===== src/rtl/mem_access_stage_if.sv =====
// Data-memory port of the memory stage: req/ack handshake with a variable-latency memory.
// The stage is the master; the data memory (or its model) is the slave.
interface mem_access_stage_if;
    logic        dm_req;
    logic        dm_we;
    logic [31:0] dm_addr;
    logic [31:0] dm_wdata;
    logic [31:0] dm_rdata;
    logic        dm_ack;

    modport master (
        output dm_req,
        output dm_we,
        output dm_addr,
        output dm_wdata,
        input  dm_rdata,
        input  dm_ack
    );

    modport slave (
        input  dm_req,
        input  dm_we,
        input  dm_addr,
        input  dm_wdata,
        output dm_rdata,
        output dm_ack
    );
endinterface


===== src/rtl/mem_access_stage.sv =====
// Pipeline memory stage: issues loads/stores on a req/ack data port, stalls upstream until
// each access completes or times out, and registers the result into the MEM/WB register.
module mem_access_stage #(
    parameter int unsigned TIMEOUT = 16
) (
    input  logic                clk,
    input  logic                rst,
    input  logic                mwreg,
    input  logic                mm2reg,
    input  logic                mwmem,
    input  logic [31:0]         maluout,
    input  logic [31:0]         mdata_b,
    input  logic [4:0]          mrdrt,
    input  logic [3:0]          MEM_ins_type,
    input  logic [3:0]          MEM_ins_number,
    mem_access_stage_if.master  dm,
    output logic                mem_stall,
    output logic                mem_err,
    output logic                wwreg,
    output logic                wm2reg,
    output logic [31:0]         wmo,
    output logic [31:0]         walu,
    output logic [4:0]          wrn,
    output logic [3:0]          WB_ins_type,
    output logic [3:0]          WB_ins_number
);

    localparam int unsigned CntW = $clog2(TIMEOUT) + 1;

    localparam logic [0:0] StIdle = 1'b0;
    localparam logic [0:0] StBusy = 1'b1;

    logic [0:0]      state_q, state_d;
    logic [CntW-1:0] cnt_q, cnt_d;
    logic            gap_q, gap_d;

    logic            access;
    logic            is_store;
    logic            is_load;
    logic            misaligned;
    logic            timeout_hit;

    logic            req;
    logic            load_instr;

    logic            wwreg_q, wwreg_d;
    logic            wm2reg_q, wm2reg_d;
    logic [31:0]     wmo_q, wmo_d;
    logic [31:0]     walu_q, walu_d;
    logic [4:0]      wrn_q, wrn_d;
    logic [3:0]      wb_type_q, wb_type_d;
    logic [3:0]      wb_num_q, wb_num_d;

    assign access      = mm2reg | mwmem;
    assign is_store    = mwmem;
    assign is_load     = mm2reg & ~mwmem;
    assign misaligned  = access & (maluout[1:0] != 2'b00);
    assign timeout_hit = (cnt_q == CntW'(TIMEOUT - 1));

    // FSM and handshake control. load_instr selects the real instruction into MEM/WB;
    // otherwise MEM/WB takes a bubble.
    always_comb begin
        state_d    = state_q;
        cnt_d      = cnt_q;
        gap_d      = 1'b0;
        req        = 1'b0;
        mem_stall  = 1'b0;
        mem_err    = 1'b0;
        load_instr = 1'b0;

        case (state_q)
            StIdle: begin
                if (!access) begin
                    load_instr = 1'b1;
                end else if (misaligned) begin
                    mem_err = 1'b1;
                end else if (gap_q) begin
                    // Hold off one cycle after an acked access so dm_req always drops between
                    // two accesses.
                    mem_stall = 1'b1;
                end else begin
                    req       = 1'b1;
                    mem_stall = 1'b1;
                    cnt_d     = '0;
                    state_d   = StBusy;
                end
            end
            StBusy: begin
                req   = 1'b1;
                cnt_d = cnt_q + CntW'(1);
                if (dm.dm_ack) begin
                    load_instr = 1'b1;
                    gap_d      = 1'b1;
                    cnt_d      = '0;
                    state_d    = StIdle;
                end else if (timeout_hit) begin
                    req     = 1'b0;
                    mem_err = 1'b1;
                    cnt_d   = '0;
                    state_d = StIdle;
                end else begin
                    mem_stall = 1'b1;
                end
            end
            default: begin
                state_d = StIdle;
                cnt_d   = '0;
            end
        endcase
    end

    assign dm.dm_req   = req;
    assign dm.dm_we    = req & is_store;
    assign dm.dm_addr  = {2'b00, maluout[31:2]};
    assign dm.dm_wdata = mdata_b;

    // MEM/WB next state: the instruction on pass-through or ack, a cleared bubble otherwise.
    always_comb begin
        wwreg_d   = 1'b0;
        wm2reg_d  = 1'b0;
        wmo_d     = '0;
        walu_d    = '0;
        wrn_d     = '0;
        wb_type_d = '0;
        wb_num_d  = '0;
        if (load_instr) begin
            wwreg_d   = mwreg;
            wm2reg_d  = is_load;
            wmo_d     = (state_q == StBusy && is_load) ? dm.dm_rdata : 32'h0;
            walu_d    = maluout;
            wrn_d     = mrdrt;
            wb_type_d = MEM_ins_type;
            wb_num_d  = MEM_ins_number;
        end
    end

    always_ff @(posedge clk or posedge rst) begin
        if (rst) begin
            state_q   <= StIdle;
            cnt_q     <= '0;
            gap_q     <= 1'b0;
            wwreg_q   <= 1'b0;
            wm2reg_q  <= 1'b0;
            wmo_q     <= '0;
            walu_q    <= '0;
            wrn_q     <= '0;
            wb_type_q <= '0;
            wb_num_q  <= '0;
        end else begin
            state_q   <= state_d;
            cnt_q     <= cnt_d;
            gap_q     <= gap_d;
            wwreg_q   <= wwreg_d;
            wm2reg_q  <= wm2reg_d;
            wmo_q     <= wmo_d;
            walu_q    <= walu_d;
            wrn_q     <= wrn_d;
            wb_type_q <= wb_type_d;
            wb_num_q  <= wb_num_d;
        end
    end

    assign wwreg         = wwreg_q;
    assign wm2reg        = wm2reg_q;
    assign wmo           = wmo_q;
    assign walu          = walu_q;
    assign wrn           = wrn_q;
    assign WB_ins_type   = wb_type_q;
    assign WB_ins_number = wb_num_q;

endmodule


===== src/flat_wrapper.sv =====
// flat-port wrapper written by rule: the top's interface ports become plain ports
module mem_access_stage_flat 
#(
    parameter int unsigned TIMEOUT = 16
)
  (clk, rst, mwreg, mm2reg, mwmem, maluout, mdata_b, mrdrt, MEM_ins_type, MEM_ins_number, mem_stall, mem_err, wwreg, wm2reg, wmo, walu, wrn, WB_ins_type, WB_ins_number, dm_dm_req, dm_dm_we, dm_dm_addr, dm_dm_wdata, dm_dm_rdata, dm_dm_ack);
  mem_access_stage_if dm_i ();
  input  logic clk;
  input  logic rst;
  input  logic mwreg;
  input  logic mm2reg;
  input  logic mwmem;
  input  logic [31:0] maluout;
  input  logic [31:0] mdata_b;
  input  logic [4:0] mrdrt;
  input  logic [3:0] MEM_ins_type;
  input  logic [3:0] MEM_ins_number;
  output logic mem_stall;
  output logic mem_err;
  output logic wwreg;
  output logic wm2reg;
  output logic [31:0] wmo;
  output logic [31:0] walu;
  output logic [4:0] wrn;
  output logic [3:0] WB_ins_type;
  output logic [3:0] WB_ins_number;
  output wire logic [$bits(dm_i.dm_req)-1:0] dm_dm_req;
  output wire logic [$bits(dm_i.dm_we)-1:0] dm_dm_we;
  output wire logic [$bits(dm_i.dm_addr)-1:0] dm_dm_addr;
  output wire logic [$bits(dm_i.dm_wdata)-1:0] dm_dm_wdata;
  input wire logic [$bits(dm_i.dm_rdata)-1:0] dm_dm_rdata;
  input wire logic [$bits(dm_i.dm_ack)-1:0] dm_dm_ack;
  assign dm_dm_req = dm_i.dm_req;
  assign dm_dm_we = dm_i.dm_we;
  assign dm_dm_addr = dm_i.dm_addr;
  assign dm_dm_wdata = dm_i.dm_wdata;
  assign dm_i.dm_rdata = dm_dm_rdata;
  assign dm_i.dm_ack = dm_dm_ack;
  mem_access_stage #(.TIMEOUT(TIMEOUT)) u_core (.clk(clk), .rst(rst), .mwreg(mwreg), .mm2reg(mm2reg), .mwmem(mwmem), .maluout(maluout), .mdata_b(mdata_b), .mrdrt(mrdrt), .MEM_ins_type(MEM_ins_type), .MEM_ins_number(MEM_ins_number), .dm(dm_i), .mem_stall(mem_stall), .mem_err(mem_err), .wwreg(wwreg), .wm2reg(wm2reg), .wmo(wmo), .walu(walu), .wrn(wrn), .WB_ins_type(WB_ins_type), .WB_ins_number(WB_ins_number));
endmodule

===== config.mk =====
export PLATFORM = sky130hd
export DESIGN_NAME = mem_access_stage_flat
export DESIGN_NICKNAME = d
export VERILOG_FILES = /design/src/rtl/mem_access_stage_if.sv /design/src/rtl/mem_access_stage.sv /design/src/flat_wrapper.sv
export SDC_FILE = /design/constraint.sdc
export NUM_CORES = 1
export LEC_CHECK = 0
export ABC_AREA = 1
export CAP_MARGIN = 20
export CORE_MARGIN = 8
export CORE_UTILIZATION = 36
export CTS_BUF_LIST = sky130_fd_sc_hd__clkbuf_8
export CTS_CLUSTER_SIZE = 14
export DETAILED_ROUTE_END_ITERATION = 12
export PLACE_DENSITY = 0.8
export SETUP_SLACK_MARGIN = 0.2
export SYNTH_ARGS = -nofsm -noshare
export SYNTH_HDL_FRONTEND = slang
export SYNTH_SLANG_ARGS = --single-unit

===== constraint.sdc =====
create_clock -name clk -period 3.4 [get_ports clk]
set_clock_uncertainty 0.2 [all_clocks]
set_input_delay 0.68 -clock clk [delete_from_list [all_inputs] [get_ports clk]]
set_output_delay 0.68 -clock clk [all_outputs]
set_load 0.01 [all_outputs]

==> results.json, run 1 <==
{
  "synth_top_area_share_pct": 58.03,
  "holdCritPathClass": "reg2reg",
  "grt_pass1_wl_um": 15770,
  "vias": 2661,
  "cp-start-kind": "input pin",
  "slew_headroom_pct": 54.83,
  "period_share_pct": 92.27,
  "finalSetupViolations": 0,
  "holdCritStartpoint": "u_core.cnt_q[1]",
  "routedWlPerCell_um": 15.28,
  "grt_setup_unrepaired": "false",
  "synthTopCellsByArea": "dfrtp_1, buf_4, nor2_2, inv_1, nor2_1",
  "power.ir.vdd_worst_mv": 0.1756,
  "maxCapViolations": 0,
  "io_pins": 262,
  "clock_latency_ps": 350,
  "cts_tree": "built",
  "fmax_ghz": 0.3188,
  "crit_type": "in2out",
  "path_cells": "clkdlybuf4s50_1 > inv_1 > nand2_1 > nor2_4 > inv_1 > nand2_1 > clkdlybuf4s50_1",
  "drtIter0Drc": 206,
  "grt_start_max_net_pins": 61,
  "post-synth-top-area-cell": "dfrtp_1",
  "routabilityCongestion": 0.7686,
  "firstDrtPassIters": 4,
  "holdPathEnd": "u_core.cnt_q[1]",
  "rrSetupSlack_ps": 1690,
  "cts-root-buf": "clkbuf_8",
  "period_needed_ps": 3137,
  "fill_cells": 884,
  "max_stage_delay_ps": 530,
  "drt.antenna.violating_nets": 0,
  "finalHoldViolCount": 0,
  "dp_hpwl_um": 7970,
  "crit_arrival_ps": 2260,
  "worst_pin_slew_ps": 677.0,
  "powerDensity_nw_per_um2": 421.9,
  "synth.distinct_cells": 19,
  "cellLeakagePower_nw": 2.765,
  "clock_sinks": 86,
  "die_y_um": 117.5,
  "crit_fanout": 4,
  "die_area_um2": 13810,
  "finalSetupTns_ps": 0,
  "seq_area_frac_synth_pct": 58.03,
  "grt_overflow": 0,
  "start_util_pct": 36.41,
  "drc": 0,
  "max-clock-path-buffers": 2,
  "synth_edf_count": 0,
  "ys.flop_type": "dfrtp_1",
  "min_delay_path_depth": 2,
  "dpl_cell_area_um2": 5326,
  "post_cts_buffers": 0,
  "htreeDepth": 3,
  "worstPathRequired_ps": 2520,
  "grt_pass1_vias": 2981,
  "nets": 624,
  "syn_inst": 367,
  "yosys_warnings": 0,
  "async_reset_ff_share_pct": 100.0,
  "area_growth_pct": 49.97,
  "num_rows": 37,
  "grtUsageTotal_pct": 14.43,
  "core_um2": 10180,
  "ff2ff_path_depth": 4,
  "routed_wl_um": 9917,
  "reg2reg_from": "u_core.state_q",
  "synth_area_um2": 3709,
  "drive_gt1_share_pct": 17.54,
  "cts_made_buffers": 9,
  "ys_top_cells_by_count": "inv_1, dfrtp_1, buf_4",
  "via_per_inst": 4.100,
  "die_w_um": 117.5,
  "fin_area_um2": 5562,
  "synth.most_common_cell": "inv_1",
  "regToRegEndpoint": "u_core.walu[3]",
  "slew_viol_final": 0,
  "avgSynthCellArea_um2": 10.11,
  "crit_path_end_kind": "output pin",
  "diodes": 0,
  "ys_seq_elements": 86,
  "io_buffers": 195,
  "cts_hold_buf": 0,
  "path_clk_slew_ps": 80,
  "antenna_found_initial": 0,
  "status": "finished, final reports clean",
  "critPathSlowestCell": "clkdlybuf4s50_1"
}
[layer usage]
layer  global-route usage, %  part of all wire (%)  vias up
met5                       0                     0        -
met3                   6.906                    11       39
met4                   7.286                   3.0        0
li1                        -                     -     1254
met2                   25.51                    51      145
met1                   13.69                    36     1223
[state kept, by name (all words and copies together) (netlist names)]
signal,count
u_core.WB_ins_number,4
u_core.WB_ins_type,4
u_core.cnt_q,5
u_core.gap_q,1
u_core.state_q,1
u_core.walu,32
u_core.wm2reg,1
u_core.wmo,32
u_core.wrn,5
u_core.wwreg,1
[cell type report]
type                    count  area [µm²]  share of cell area, %
repair buffers            200        2002                  36.00
inverters                  92       346.6                  6.232
clock buffers               9       123.9                  2.227
clock inverters             7       97.59                  1.755
multi-input cells         119       669.4                  12.04
flip-flops and latches     86        2152                  38.70
well taps                 136       170.2                  3.060
[what timing repair did]
action                                  in CTS  in global routing
resized for setup                            5                  2
endpoints found under the setup margin       4                  2
pin swaps                                    0                  0
[metrics by stage]
stage | power [mW] | cells | worst slack (ps) | util [%] | hold slack, ps
floorplan | 1.370 | 368 | 298.2 | - | 263.3
global placement | 1.587 | 633 | 128.0 | 52.30 | 285.3
detailed placement | 1.599 | 633 | 80.55 | 52.30 | 297.0
CTS | 2.385 | 649 | 146.2 | 54.53 | 315.8
global route | 2.457 | 649 | 210.2 | 54.61 | 353.3
finish | 2.346 | 649 | 262.9 | 54.61 | 320.2
[layout by cell type, fill, tap and decap left out, drive strengths merged]
| cell | n |
|---|---|
| a21oi | 2 |
| buf | 5 |
| bufinv | 2 |
| clkbuf | 9 |
| clkdlybuf4s50 | 192 |
| clkinv | 4 |
| clkinvlp | 1 |
| conb | 2 |
| dfrtp | 86 |
| dlygate4sd2 | 2 |
| dlymetal6s2s | 1 |
| ha | 1 |
| inv | 92 |
| nand2 | 18 |
| nand3 | 7 |
| nand4 | 1 |
| nor2 | 83 |
| nor3 | 1 |
| o21ai | 1 |
| o22ai | 2 |
| xor2 | 1 |
[critical path: cells and delay by family]
kind | cells | cell delay [ps]
buffers and inverters | 4 | 1190
and+or+nand+nor | 3 | 380
[kinds of logic (layout without fill, tap and decap cells)]
family	count (synthesis)	count (layout)	share of synthesized area, %
AO/OA/AOI/OAI	5	5	0.7421
XOR/XNOR	1	1	0.2362
adder cells (fa/ha/maj)	1	1	0.3373
buffers and inverters	163	308	24.39
flip-flops	86	86	58.03
other	1	2	0.1011
AND/OR/NAND/NOR	110	110	16.16
[power breakdown]
group / total, mW / switching, mW / internal, mW / leakage (nW)
registers: 1.10 / 0.0216 / 1.08 / 1.16
clock network: 0.777 / 0.360 / 0.417 / 0.111
logic: 0.465 / 0.214 / 0.251 / 1.49
[worst max path at each step]
stage	from	endpoint	slack [ps]	cells after the start
after global placement	maluout[1]	dm_dm_we	130	5
after global routing	dm_dm_ack	mem_stall	210	7
after floorplan	rst	u_core.WB_ins_number[0]	300	1
after CTS	mwmem	dm_dm_we	150	6
final	dm_dm_ack	mem_stall	260	7
after detailed placement	maluout[1]	dm_dm_we	80	5
Note: power is estimated with default switching activity, not from simulation.
==> inputs of run 2 (changes only) <==
CORE_MARGIN = not set   (was 8)
==> run 2 against run 1 <==
Via count up 0.19%. First-iteration DRC count down 75%. Utilization up 1.4 points. Count of clock-buffer cells in the layout up 1. Fmax up 0.33%. Global-route usage up 2.0 points. Clock power down 12%. Power down 4.2%.
==> results.json, run 2 (synthesized netlist as in run 1, its figures left out) <==
{
  "status": "finished, final reports clean",
  "grt_setup_unrepaired": "true",
  "crit_type": "in2out",
  "maxCapViolations": 0,
  "period_needed_ps": 3127,
  "endpoint": "mem_stall",
  "vias": 2666,
  "slew_viol_final": 0,
  "grt_pass1_wl_um": 12990,
  "path_cells": "clkdlybuf4s50_1 > inv_1 > nand2_1 > nor2_4 > inv_1 > nand2_1 > clkdlybuf4s50_1",
  "io_pins": 262,
  "rrSetupSlack_ps": 1630,
  "start_util_pct": 37.60,
  "fin_ws_ps": 273.1,
  "cellLeakagePower_nw": 2.737,
  "io_buffers": 195,
  "finalSetupTns_ps": 0,
  "dpl_cell_area_um2": 5300,
  "reg2reg_from": "u_core.state_q",
  "crit_path_end_kind": "output pin",
  "drc": 0,
  "regToRegEndpoint": "u_core.wmo[5]",
  "worst_pin_slew_ps": 680.2,
  "crit_fanout": 4,
  "seq_area_um2": 2152,
  "grt_start_max_net_pins": 52,
  "power.ir.vdd_worst_mv": 0.2255,
  "period_share_pct": 91.97,
  "grt_overflow": 0,
  "fin_area_um2": 5524,
  "mostFrequentLayoutCells": "clkdlybuf4s50_1, inv_1, dfrtp_1",
  "path_clk_slew_ps": 90,
  "cts_hold_buf": 0,
  "area_growth_pct": 48.95,
  "grt_pass1_vias": 2743,
  "diodes": 0,
  "ff2ff_path_depth": 5,
  "crit_start": "dm_dm_ack",
  "die_w_um": 103.5,
  "drt.antenna.violating_nets": 0,
  "drtIter0Drc": 51,
  "clock_sinks": 86,
  "crit_arrival_ps": 2250,
  "drive_gt1_share_pct": 17.58,
  "dp_hpwl_um": 7102,
  "max_stage_delay_ps": 530,
  "hold_ws_ps": 342.0,
  "clock_latency_ps": 340,
  "htreeDepth": 3,
  "finalHoldViolCount": 0,
  "max-clock-path-buffers": 2,
  "die_y_um": 103.5,
  "via_per_inst": 4.133,
  "antenna_found_initial": 0,
  "cts_made_buffers": 9,
  "fill_cells": 841,
  "finalCoreUtilization_pct": 56.00,
  "firstDrtPassIters": 4,
  "cts-root-buf": "clkbuf_8",
  "cts_tree": "built",
  "holdCritPathClass": "reg2reg",
  "num_rows": 36,
  "die_area_um2": 10710,
  "fmax_ghz": 0.3198,
  "multi_input_area_um2": 671.9,
  "place_ws_ps": 171.9,
  "cp-start-kind": "input pin",
  "grtUsageTotal_pct": 16.41,
  "nets": 623,
  "critPathSlowestCell": "clkdlybuf4s50_1",
  "routedWlPerCell_um": 14.12,
  "finalSetupViolations": 0,
  "routed_wl_um": 9105,
  "powerDensity_nw_per_um2": 407.0,
  "core_um2": 9864,
  "worstPathRequired_ps": 2520,
  "routabilityCongestion": 0.8804,
  "final_common_cell": "clkdlybuf4s50_1",
  "slew_headroom_pct": 54.65
}
-- run 2: changes by cell type in the layout (fill, tap and decap cells not counted), sizes merged --
cell,previous run,this run
clkinvlp,1,2
inv,92,94
clkbuf,9,10
buf,5,4
dlygate4sd2,2,0
bufinv,2,0
clkdlybuf4s50,192,194
clkinv,4,2
-- run 2: worst min path at each step --
| stage | from | endpoint | slack [ps] | depth (start not counted) |
|---|---|---|---|---|
| after floorplan | u_core.cnt_q[3] | u_core.cnt_q[3] | 260 | 2 |
| after global placement | u_core.cnt_q[1] | u_core.cnt_q[1] | 290 | 2 |
| after detailed placement | u_core.cnt_q[1] | u_core.cnt_q[1] | 310 | 2 |
| after CTS | u_core.cnt_q[1] | u_core.cnt_q[1] | 330 | 2 |
| after global routing | u_core.cnt_q[1] | u_core.cnt_q[1] | 360 | 2 |
| final | u_core.cnt_q[1] | u_core.cnt_q[1] | 340 | 2 |
-- run 2: worst max-delay path: cells and delay by family --
kind,cells,cell delay (ps)
buffers and inverters,4,1170
AND/OR/NAND/NOR,3,410
-- run 2: stage by stage --
step	std cells	power, mW
after floorplan	368	1.370
after detailed placement	627	1.588
after global placement	627	1.578
after CTS	644	2.276
after global routing	645	2.356
final	645	2.248
-- run 2: report_power, final --
part           internal [mW]  total [mW]  switching, mW
clock network          0.297       0.680          0.383
logic                  0.253       0.464          0.210
registers               1.08        1.10         0.0217
total                   1.63        2.25          0.615
-- run 2: layout make-up --
type                            instances  area share [%]
Clock buffer                           10           2.492
Clock inverter                          6          0.9513
Inverter                               92           6.274
Multi-Input combinational cell        119           12.16
Sequential cell                        86           38.96
Tap cell                              133           3.012
Timing Repair Buffer                  199           36.15
-- run 2: layer usage --
metal / track usage [%] / up-vias / part of all wire (%)
met2: 31.99 / 163 / 55
met4: 5.959 / 0 / 1.6
met5: 0 / - / 0
li1: - / 1251 / -
met1: 16.29 / 1235 / 34
met3: 4.839 / 17 / 9.2
-- run 2: repair_timing --
item,4_1_cts,5_1_grt
endpoints found under the setup margin,1,3
buffers inserted,1,1
resized for setup,2,4
pin swaps,2,2
==> inputs of run 3 (changes only) <==
REMOVE_ABC_BUFFERS = 1   (was not set)
==> run 3 against run 2 <==
Worst hold slack got worse by 0.97 ps. Largest cell class unchanged. Die area did not move. Fmax down 1.5%. Count of clock-buffer cells in the layout rose by 1.
==> results.json, run 3 (synthesized netlist as in run 1, its figures left out) <==
{
  "status": "finished, final reports clean",
  "drtIter0Drc": 137,
  "layoutNonFillerInstCount": 641,
  "nets": 620,
  "antenna_found_initial": 0,
  "dp_hpwl_um": 7007,
  "drt.antenna.violating_nets": 0,
  "rrSetupSlack_ps": 1690,
  "crit_path_end_kind": "output pin",
  "via_per_inst": 4.215,
  "drc": 0,
  "crit_type": "in2out",
  "cellLeakagePower_nw": 2.733,
  "clock_latency_ps": 340,
  "area_growth_pct": 47.67,
  "die_area_um2": 10710,
  "die_y_um": 103.5,
  "cts_tree": "built",
  "grt_start_max_net_pins": 50,
  "maxCapViolations": 0,
  "io_pins": 262,
  "cts-root-buf": "clkbuf_8",
  "grtUsageTotal_pct": 16.82,
  "worstPathRequired_ps": 2520,
  "slew_headroom_pct": 46.77,
  "core_um2": 9864,
  "finalSetupTns_ps": 0,
  "die_w_um": 103.5,
  "holdCritPathClass": "reg2reg",
  "seq_area_um2": 2152,
  "power.ir.vdd_worst_mv": 0.2148,
  "grt_pass1_wl_um": 12980,
  "clock_sinks": 86,
  "mostFrequentLayoutCells": "clkdlybuf4s50_1, inv_1, dfrtp_1",
  "period_needed_ps": 3175,
  "fill_cells": 850,
  "grt_setup_unrepaired": "false",
  "max-clock-path-buffers": 2,
  "num_rows": 36,
  "grt_pass1_vias": 2632,
  "routedWlPerCell_um": 14.20,
  "diodes": 0,
  "period_share_pct": 93.37,
  "start_util_pct": 37.60,
  "finalCoreUtilization_pct": 55.52,
  "fmax_ghz": 0.3150,
  "multi_input_area_um2": 660.6,
  "slew_viol_final": 0,
  "worst_pin_slew_ps": 797.2,
  "finalSetupViolations": 0,
  "routabilityCongestion": 0.9014,
  "cp-start-kind": "input pin",
  "drive_gt1_share_pct": 16.54,
  "powerDensity_nw_per_um2": 399.5,
  "grt_overflow": 0,
  "routed_wl_um": 9104,
  "final_common_cell": "clkdlybuf4s50_1",
  "post_cts_buffers": 0,
  "vias": 2702,
  "crit_fanout": 4,
  "cts_made_buffers": 9,
  "placed_cells": 626,
  "htreeDepth": 3,
  "io_buffers": 195,
  "finalHoldViolCount": 0,
  "firstDrtPassIters": 4,
  "crit_arrival_ps": 2290,
  "hold_ws_ps": 341.1,
  "path_clk_slew_ps": 70
}
[run 3: final timing paths]
| kind | depth (start not counted) | start | end |
|---|---|---|---|
| max in group asynchronous | 3 | rst | u_core.wmo[20] |
| min in group asynchronous | 2 | rst | u_core.wmo[1] |
| max reg2reg | 4 | u_core.state_q | u_core.walu[9] |
| min | 2 | u_core.cnt_q[3] | u_core.cnt_q[3] |
| max | 7 | dm_dm_ack | mem_stall |
| min reg2reg | 2 | u_core.cnt_q[3] | u_core.cnt_q[3] |
[run 3: stage by stage]
step	power (mW)	cell area (µm²)	setup WS, ps
finish	2.188	5477	225.4
global placement	1.575	5293	292.8
floorplan	1.278	3153	298.2
global route	2.315	5477	207.8
detailed placement	1.584	5293	189.5
CTS	2.227	5469	233.1
[run 3: cell type report]
type | instances | share of cell area [%]
Inverter | 92 | 6.329
Clock inverter | 4 | 0.4112
Multi-Input combinational cell | 119 | 12.06
Timing Repair Buffer | 196 | 36.10
Tap cell | 133 | 3.039
Sequential cell | 86 | 39.30
Clock buffer | 11 | 2.764
[run 3: critical path: stages]
cell	delay, ps
clkdlybuf4s50_1	450
inv_1	130
nand2_1	130
nor2_2	220
inv_1	80
nand2_1	70
clkdlybuf4s50_1	530
[run 3: power by group]
part / internal, mW / total (mW) / switching [mW]
clock: 0.297 / 0.628 / 0.331
combinational: 0.250 / 0.455 / 0.205
sequential: 1.08 / 1.10 / 0.0219
[run 3: repair_timing]
item / CTS / global route
endpoints found under the hold margin: 0 / 0
hold buffers: 0 / 0
resized for setup: 1 / 3
pin swaps: 0 / 1
setup endpoints to repair: 1 / 3
[run 3: layer usage]
metal	global-route usage, %	share of wire, %	up-vias
met4	7.909	1.5	0
met3	10.55	16	14
met5	2.404	0	-
met2	24.86	45	197
li1	-	-	1239
met1	18.87	38	1252
